`src/rtl/izh_neuron_bank.sv`:
```
// izh_neuron_bank: time-multiplexed Izhikevich v/u update engine.
// Optional refractory counters are enabled with `define REFRACTORY_EN.
module izh_neuron_bank #(
  parameter int N_NEURONS = 16,
  parameter int IDX_W     = $clog2(N_NEURONS),
  parameter int W         = 17,
  parameter int F         = 8,
  parameter int A         = 5,
  parameter int B         = 51,
  parameter int C         = -16640,
  parameter int D         = 512,
  parameter int VPEAK     = 7680,
  parameter int U_INIT    = -3328
`ifdef REFRACTORY_EN
  ,
  parameter int REFRAC    = 2
`endif
) (
  input  logic             clk,
  input  logic             reset,
  input  logic             step_start,
  output logic             busy,
  output logic             step_done,
  output logic [IDX_W-1:0] cur_idx,
  input  logic [W-1:0]     cur_in,
  input  logic             cur_valid,
  output logic             spike_valid,
  output logic [IDX_W-1:0] spike_idx,
  input  logic [IDX_W-1:0] rd_idx,
  output logic [W-1:0]     rd_v,
  output logic [W-1:0]     rd_u
);

  localparam int XW = 2 * W;

  typedef logic signed [W-1:0]  st_t;
  typedef logic signed [XW-1:0] wd_t;

  localparam logic [IDX_W-1:0] LAST = IDX_W'(N_NEURONS - 1);

  localparam st_t C_S     = st_t'(C);
  localparam st_t U_S     = st_t'(U_INIT);
  localparam st_t VPEAK_S = st_t'(VPEAK);

  localparam wd_t K10  = wd_t'(10);
  localparam wd_t K5   = wd_t'(5);
  localparam wd_t K140 = wd_t'(140 <<< F);
  localparam wd_t KA   = wd_t'(A);
  localparam wd_t KB   = wd_t'(B);
  localparam wd_t KD   = wd_t'(D);
  localparam wd_t MAXV = wd_t'((1 <<< (W - 1)) - 1);
  localparam wd_t MINV = wd_t'(-(1 <<< (W - 1)));

  typedef enum logic [1:0] {
    IDLE,
    RUN,
    DONE
  } state_t;

  state_t           state_q, state_d;
  logic [IDX_W-1:0] idx_q, idx_d;
  logic             we;

  st_t v_q [N_NEURONS];
  st_t u_q [N_NEURONS];

  logic             done_q;
  logic             spk_q;
  logic [IDX_W-1:0] spk_idx_q;
  st_t              rd_v_q;
  st_t              rd_u_q;

  wd_t v_x, u_x, c_x;
  wd_t vv, dv, bv;
  st_t vn, un, ub;
  logic fire;
  logic refr;

  function automatic wd_t sext(input st_t x);
    return {{W{x[W-1]}}, x};
  endfunction

  function automatic st_t sat(input wd_t x);
    if (x > MAXV) return MAXV[W-1:0];
    if (x < MINV) return MINV[W-1:0];
    return x[W-1:0];
  endfunction

`ifdef REFRACTORY_EN
  localparam int RCW = $clog2(REFRAC + 1);

  logic [RCW-1:0] rc_q [N_NEURONS];

  assign refr = (rc_q[idx_q] != '0);

  // Refractory countdown for the neuron being updated
  always_ff @(posedge clk) begin
    if (reset) begin
      for (int i = 0; i < N_NEURONS; i++) begin
        rc_q[i] <= '0;
      end
    end else if (we) begin
      if (fire) begin
        rc_q[idx_q] <= RCW'(REFRAC);
      end else if (refr) begin
        rc_q[idx_q] <= rc_q[idx_q] - 1'b1;
      end
    end
  end
`else
  assign refr = 1'b0;
`endif

  // Euler step for the currently selected neuron
  always_comb begin
    v_x  = sext(v_q[idx_q]);
    u_x  = sext(u_q[idx_q]);
    c_x  = refr ? '0 : sext(cur_in);
    vv   = (v_x * v_x) >>> F;
    dv   = ((vv * K10) >>> F) + (K5 * v_x) + K140 - u_x + c_x;
    vn   = sat(v_x + dv);
    bv   = (KB * v_x) >>> F;
    un   = sat(u_x + ((KA * (bv - u_x)) >>> F));
    ub   = sat(sext(un) + KD);
    fire = !refr && (vn >= VPEAK_S);
  end

  // Sweep FSM state and neuron index register
  always_ff @(posedge clk) begin
    if (reset) begin
      state_q <= IDLE;
      idx_q   <= '0;
    end else begin
      state_q <= state_d;
      idx_q   <= idx_d;
    end
  end

  // Sweep sequencing; RUN advances only on valid current
  always_comb begin
    state_d = state_q;
    idx_d   = idx_q;
    we      = 1'b0;
    unique case (state_q)
      IDLE: begin
        if (step_start) begin
          state_d = RUN;
          idx_d   = '0;
        end
      end
      RUN: begin
        if (cur_valid) begin
          we = 1'b1;
          if (idx_q == LAST) begin
            state_d = DONE;
            idx_d   = '0;
          end else begin
            idx_d = idx_q + 1'b1;
          end
        end
      end
      DONE: begin
        state_d = IDLE;
      end
      default: begin
        state_d = IDLE;
      end
    endcase
  end

  // Neuron state array write-back
  always_ff @(posedge clk) begin
    if (reset) begin
      for (int i = 0; i < N_NEURONS; i++) begin
        v_q[i] <= C_S;
        u_q[i] <= U_S;
      end
    end else if (we) begin
      v_q[idx_q] <= fire ? C_S : vn;
      u_q[idx_q] <= fire ? ub : un;
    end
  end

  // Registered completion, spike and readback outputs
  always_ff @(posedge clk) begin
    if (reset) begin
      done_q    <= 1'b0;
      spk_q     <= 1'b0;
      spk_idx_q <= '0;
      rd_v_q    <= C_S;
      rd_u_q    <= U_S;
    end else begin
      done_q <= (state_q == DONE);
      spk_q  <= we && fire;
      if (we && fire) begin
        spk_idx_q <= idx_q;
      end
      rd_v_q <= v_q[rd_idx];
      rd_u_q <= u_q[rd_idx];
    end
  end

  assign busy        = (state_q != IDLE);
  assign step_done   = done_q;
  assign cur_idx     = idx_q;
  assign spike_valid = spk_q;
  assign spike_idx   = spk_idx_q;
  assign rd_v        = rd_v_q;
  assign rd_u        = rd_u_q;

endmodule

```
`config.mk`:
```
export PLATFORM = sky130hd
export DESIGN_NAME = izh_neuron_bank
export DESIGN_NICKNAME = d
export VERILOG_FILES = /design/src/rtl/izh_neuron_bank.sv
export SDC_FILE = /design/constraint.sdc
export NUM_CORES = 2
export LEC_CHECK = 0
export CAP_MARGIN = 20
export CORE_MARGIN = 2
export CORE_UTILIZATION = 36
export CTS_BUF_LIST = sky130_fd_sc_hd__clkbuf_4
export DETAILED_ROUTE_END_ITERATION = 6
export SYNTH_ARGS = -nofsm -noshare
export SYNTH_HDL_FRONTEND = slang
export SYNTH_SLANG_ARGS = --single-unit
```
`constraint.sdc`:
```
create_clock -name clk -period 31.5 [get_ports clk]
set_input_delay 6.3 -clock clk [delete_from_list [all_inputs] [get_ports clk]]
set_output_delay 6.3 -clock clk [all_outputs]
set_load 0.05 [all_outputs]
```
# Yosys cells after proc, flatten, opt, wreduce, memory -nomap -nowiden
# Memory sizes are Yosys's and may differ from the RTL's. A register that Yosys moved wholly into a read port is not among the register bits.
# Index checks and enable logic that the tools add are counted.
[word_totals]
out_inout_bits = 45
wordCells = 90
regBits = 12
inputBits = 25
mem_bits_rw = 544
mem_count = 2
[memory_table]
columns = ["memory", "depth", "word_bits", "read_ports", "rd_ports_with_merged_regs", "wr", "line_no", "source"]
rows = [
  ["u_q", 16, 17, 2, 2, 16, "65", "st_t u_q [N_NEURONS];"],
  ["v_q", 16, 17, 2, 2, 16, "64", "st_t v_q [N_NEURONS];"],
]
[classes]
eq_ne = 6
mux = 48
n_mul = 5
order_cmp = 7
n_addsub = 9
reduce_logical = 8
[op_table]
columns = ["operator", "n"]
rows = [
  ["two-way mux 17 bit", 16],
  ["greater-than comparator 18 x 17 -> 1 bit, second input constant", 2],
  ["less-than comparator 18 x 17 -> 1 bit, second input constant", 2],
  ["two-way mux 4 bit", 9],
  ["multiplier 17 x 17 -> 34 bit", 1],
  ["OR reduction 17 bit", 2],
  ["multiplier 26 x 4 -> 30 bit, second input constant", 1],
  ["adder 17 x 27 -> 28 bit", 1],
  ["greater-than comparator 28 x 17 -> 1 bit, second input constant", 1],
  ["less-than comparator 28 x 17 -> 1 bit, second input constant", 1],
  ["adder 26 x 17 -> 27 bit", 1],
  ["subtractor 25 x 17 -> 26 bit", 1],
  ["adder 24 x 17 -> 25 bit, second input constant", 1],
  ["adder 23 x 21 -> 24 bit", 1],
  ["multiplier 7 x 17 -> 24 bit, first input constant", 1],
  ["multiplier 4 x 18 -> 22 bit, first input constant", 1],
  ["multiplier 4 x 17 -> 21 bit, first input constant", 1],
  ["adder 17 x 11 -> 18 bit, second input constant", 1],
  ["adder 17 x 14 -> 18 bit", 1],
  ["two-way mux 1 bit", 18],
  ["subtractor 16 x 17 -> 18 bit", 1],
  ["greater-or-equal comparator 17 x 14 -> 1 bit, second input constant", 1],
  ["one-hot mux 4 bit (2 select lines)", 1],
  ["two-way mux 2 bit", 3],
  ["10 further kinds", 14],
]

# Depth between registers and ports, before layout
[logic_depth]
ltp_word = 17
ltp_mapped = 69
ltp_nobuf = 63

# Worst setup path before layout
# No wires, ideal clock.
[synth_timing]
kind = "register to register"
start = "reg with a tool-made name"
end = "mem u_q[0][13] in the netlist's numbering (data pin)"
arrival_time_ns = 16.779
n_path_buf = 6
stages_incl_launch_ff = 64
required_time_ns = 31.217
path_slack_ns = 14.439
synth_period_minus_slack_ns = 17.061
setup_time_ns = 0.283
path_cell_list = "dfxtp_1 > buf_6 > buf_1 > clkbuf_1 > buf_1 > mux4_2 > mux2i_1 > nand2_1 > o21ai_1 > clkinv_1 > nand2_1 > inv_1 > fa_1 > fa_1 > ha_1 > fa_1 > inv_1 > fa_1 > [28 not listed] > inv_1 > fa_1 > fa_1 > inv_1 > ha_1 > a21oi_1 > nand2b_1 > a41o_1 > a2111oi_4 > nor4_1 > a311oi_1 > o2111ai_1 > nor4_4 > a21oi_1 > buf_2 > a32oi_1 > buf_4 > nand2_1"
[synth_rtl]
columns = ["element", "line_no"]
rows = [
  ["end, declared", "65"],
]

==> flow_metrics.env <==
export IMPL_status="complete, no violations"
export IMPL_htreeDepth=4
export IMPL_num_vias=32960
export IMPL_grt_ovfl_total=0
export IMPL_root_buffer="clkbuf_4"
export IMPL_hp_start="spike_idx[2]"
export IMPL_clk_pin_slew_ps=70
export IMPL_initial_utilization_pct=36.38
export IMPL_drt_iter0_drc=3336
export IMPL_syn_area_um2=48670
export IMPL_chipHeight_um=371.7
export IMPL_fillCellCount=12950
export IMPL_cp_data_required_time_ps=32120
export IMPL_min_period_over_period_pct=60.41
export IMPL_hold_class="reg -> reg"
export IMPL_slew_violations=0
export IMPL_critPathMaxFanout=22
export IMPL_ys_warn_count=0
export IMPL_cp_start_kind="flop"
export IMPL_syn_area_per_cell_um2=11.81
export IMPL_drive_gt1_share_pct=16.96
export IMPL_io_buffer_count=69
export IMPL_ios=70
export IMPL_hpwl_um=92750
export IMPL_die_w_um=371.7
export IMPL_crit_type="reg -> reg"
export IMPL_ys_types=89
export IMPL_grt_max_degree=83
export IMPL_fmax_ghz=0.05255
export IMPL_synth_edf_count=544
export IMPL_rows=134
export IMPL_grt_pass1_vias=34760
export IMPL_worstPathArrival_ps=19650
export IMPL_relSlewSlack_pct=7.682
export IMPL_ys_seq_elements=594
export IMPL_synth_async_reset_ratio_pct=0
export IMPL_tightestPinTransition_ps=1385
export IMPL_cpMostUsedCell="fa_1"
export IMPL_grt_pass1_wl_um=211000
export IMPL_routed_wl_um=139700
export IMPL_cts_max_path_buffers=3
export IMPL_dr_pass1_iters=5
export IMPL_dieArea_um2=138200
export IMPL_core_um2=133800
export IMPL_postSynthNetCount=4880
export IMPL_hold_viol=0
export IMPL_cts_buffers=148
export IMPL_drcViolationCount=0
export IMPL_synthFlopType="edfxtp_1"
export IMPL_finClkSkew_ps=54.90
export IMPL_max_stage_delay_ps=1110
export IMPL_endpoint_kind="flop"
export IMPL_fin_crit_ps=19030
export IMPL_clock_latency_ps=940
export IMPL_final_nets=4984
export IMPL_tns_ps=0
export IMPL_syn_to_final_growth_pct=10.03
export IMPL_cts_tree="yes"
export IMPL_wl_per_cell_um=22.86
export IMPL_setup_viol=0
export IMPL_final_antenna_net_count=0
export IMPL_ctsHoldBuffers=0
export IMPL_antenna_found_initial=7
export IMPL_clock_sinks=594
export IMPL_cts_resized=0
export IMPL_syn_instance_count=4123
export IMPL_rsz0062_at_grt="false"
export IMPL_place_congestion=0.8462
export IMPL_cp_slowest_cell="a32oi_1"
export IMPL_cts_setup_buffers=0
export IMPL_via_per_inst=5.393
export IMPL_ys_seq_area_share_pct=35.62
export IMPL_grt_usage_pct=20.50
export IMPL_drv_cap=0
## worst max-delay path, delay by kind of cell (launching register included)
kind	cells	cell delay, ps
AO/OA/AOI/OAI	18	6660
adder cells (fa/ha/maj)	14	6200
AND/OR/NAND/NOR	14	2490
buffers and inverters	7	1470
multiplexers	2	820
flip-flops	1	620
XOR/XNOR	2	420
## path summary, 6_finish.rpt
kind / cells after the start / slack [ps] / end
worst min register to register: 2 / 490 / spike_idx[2]
worst min-delay path: 2 / 490 / spike_idx[2]
worst max-delay path: 57 / 12470 / u_q[13][13]
worst max register to register: 57 / 12470 / u_q[13][13]
## final cells by class
cell class / count / area [um2] / area share (%)
antenna: 3 / 7.507 / 0.01402
clock buffer: 220 / 1652 / 3.084
clock inverter: 43 / 295.3 / 0.5514
inverter: 640 / 2402 / 4.486
multi-input combinational: 2705 / 28400 / 53.02
sequential: 594 / 17350 / 32.40
tap: 1768 / 2212 / 4.131
timing repair buffer: 138 / 1239 / 2.313
## sequential cells by signal, summed over array words and instances, names as in the netlist, named ones only
signal / cells
cur_idx: 4
rd_u: 17
rd_v: 17
spike_idx: 4
spike_valid: 1
state_q: 2
step_done: 1
u_q: 272
v_q: 272
## layer usage
| layer | track usage (%) | routed length, um | share of wire [%] | up-vias |
|---|---|---|---|---|
| met4 | 6.568 | 4159 | 3.0 | 0 |
| met2 | 34.01 | 66870 | 48 | 1543 |
| met3 | 4.266 | 13080 | 9.4 | 276 |
| li1 | - | - | - | 14540 |
| met1 | 26.82 | 55590 | 40 | 16600 |
| met5 | 0 | 0 | 0 | - |
## layout by cell type, fill, tap and decap left out, types with 11 or more instances in the layout
master,n
inv_1,630
edfxtp_1,544
nor2_1,510
fa_1,389
nand2_1,376
ha_1,343
mux4_2,326
clkbuf_4,220
xnor2_1,86
o21ai_0,79
a21oi_1,66
clkdlybuf4s50_1,64
buf_4,63
nor2b_1,46
dfxtp_1,46
clkinv_1,40
a21o_1,38
nand2b_1,30
xor2_1,29
o21ai_1,24
o21a_1,23
nor3_1,23
or2_2,22
mux2i_1,21
and2_1,21
nand3_1,21
mux2_2,16
nand2b_4,16
a21boi_0,13
and3_1,12
a211oi_1,11
a21oi_2,11
## cells in the mapped netlist, types with 11 or more instances
cell | n | area share [%]
inv_1 | 630 | 4.9
edfxtp_1 | 544 | 34
nor2_1 | 510 | 3.9
fa_1 | 389 | 16
nand2_1 | 379 | 2.9
ha_1 | 343 | 8.8
mux4_2 | 326 | 15
clkbuf_1 | 137 | 1.1
xnor2_1 | 86 | 1.5
o21ai_0 | 81 | 0.83
a21oi_1 | 67 | 0.69
dfxtp_1 | 50 | 2.1
nand2b_1 | 46 | 0.59
nor2b_1 | 46 | 0.59
a21o_1 | 38 | 0.59
buf_1 | 31 | 0.24
xor2_1 | 29 | 0.52
nor3_1 | 27 | 0.28
o21a_1 | 23 | 0.35
o21ai_1 | 23 | 0.24
or2_2 | 22 | 0.28
and2_1 | 21 | 0.27
mux2i_1 | 21 | 0.43
nand3_1 | 21 | 0.22
mux2_2 | 16 | 0.37
buf_2 | 14 | 0.14
a21boi_0 | 13 | 0.20
and3_1 | 12 | 0.15
a211oi_1 | 11 | 0.17
## metrics by stage
step	hold slack (ps)	instances	worst slack (ps)	util (%)	area, um2
floorplan	463.8	4123	14440	-	48670
global placement	461.4	5836	13020	38.49	51490
detailed placement	469.6	5839	12640	38.51	51520
CTS	485.4	6102	12500	39.96	53470
global route	502.0	6110	11400	40.02	53550
finish	485.9	6111	12470	40.03	53550
## kinds of logic (layout without fill, tap and decap cells)
logic type,count (synthesis),after routing,synth area share [%]
AND/OR/NAND/NOR,1117,1117,9.750
XOR/XNOR,116,116,2.103
other,0,3,0
AO/OA/AOI/OAI,369,369,5.247
flip-flops,594,594,35.62
buffers and inverters,824,1041,6.414
multiplexers,363,363,15.89
adder cells (fa/ha/maj),740,740,24.98
Power is not shown: default switching activity piles up to over one toggle a cycle in this logic, so the estimate is an artifact.
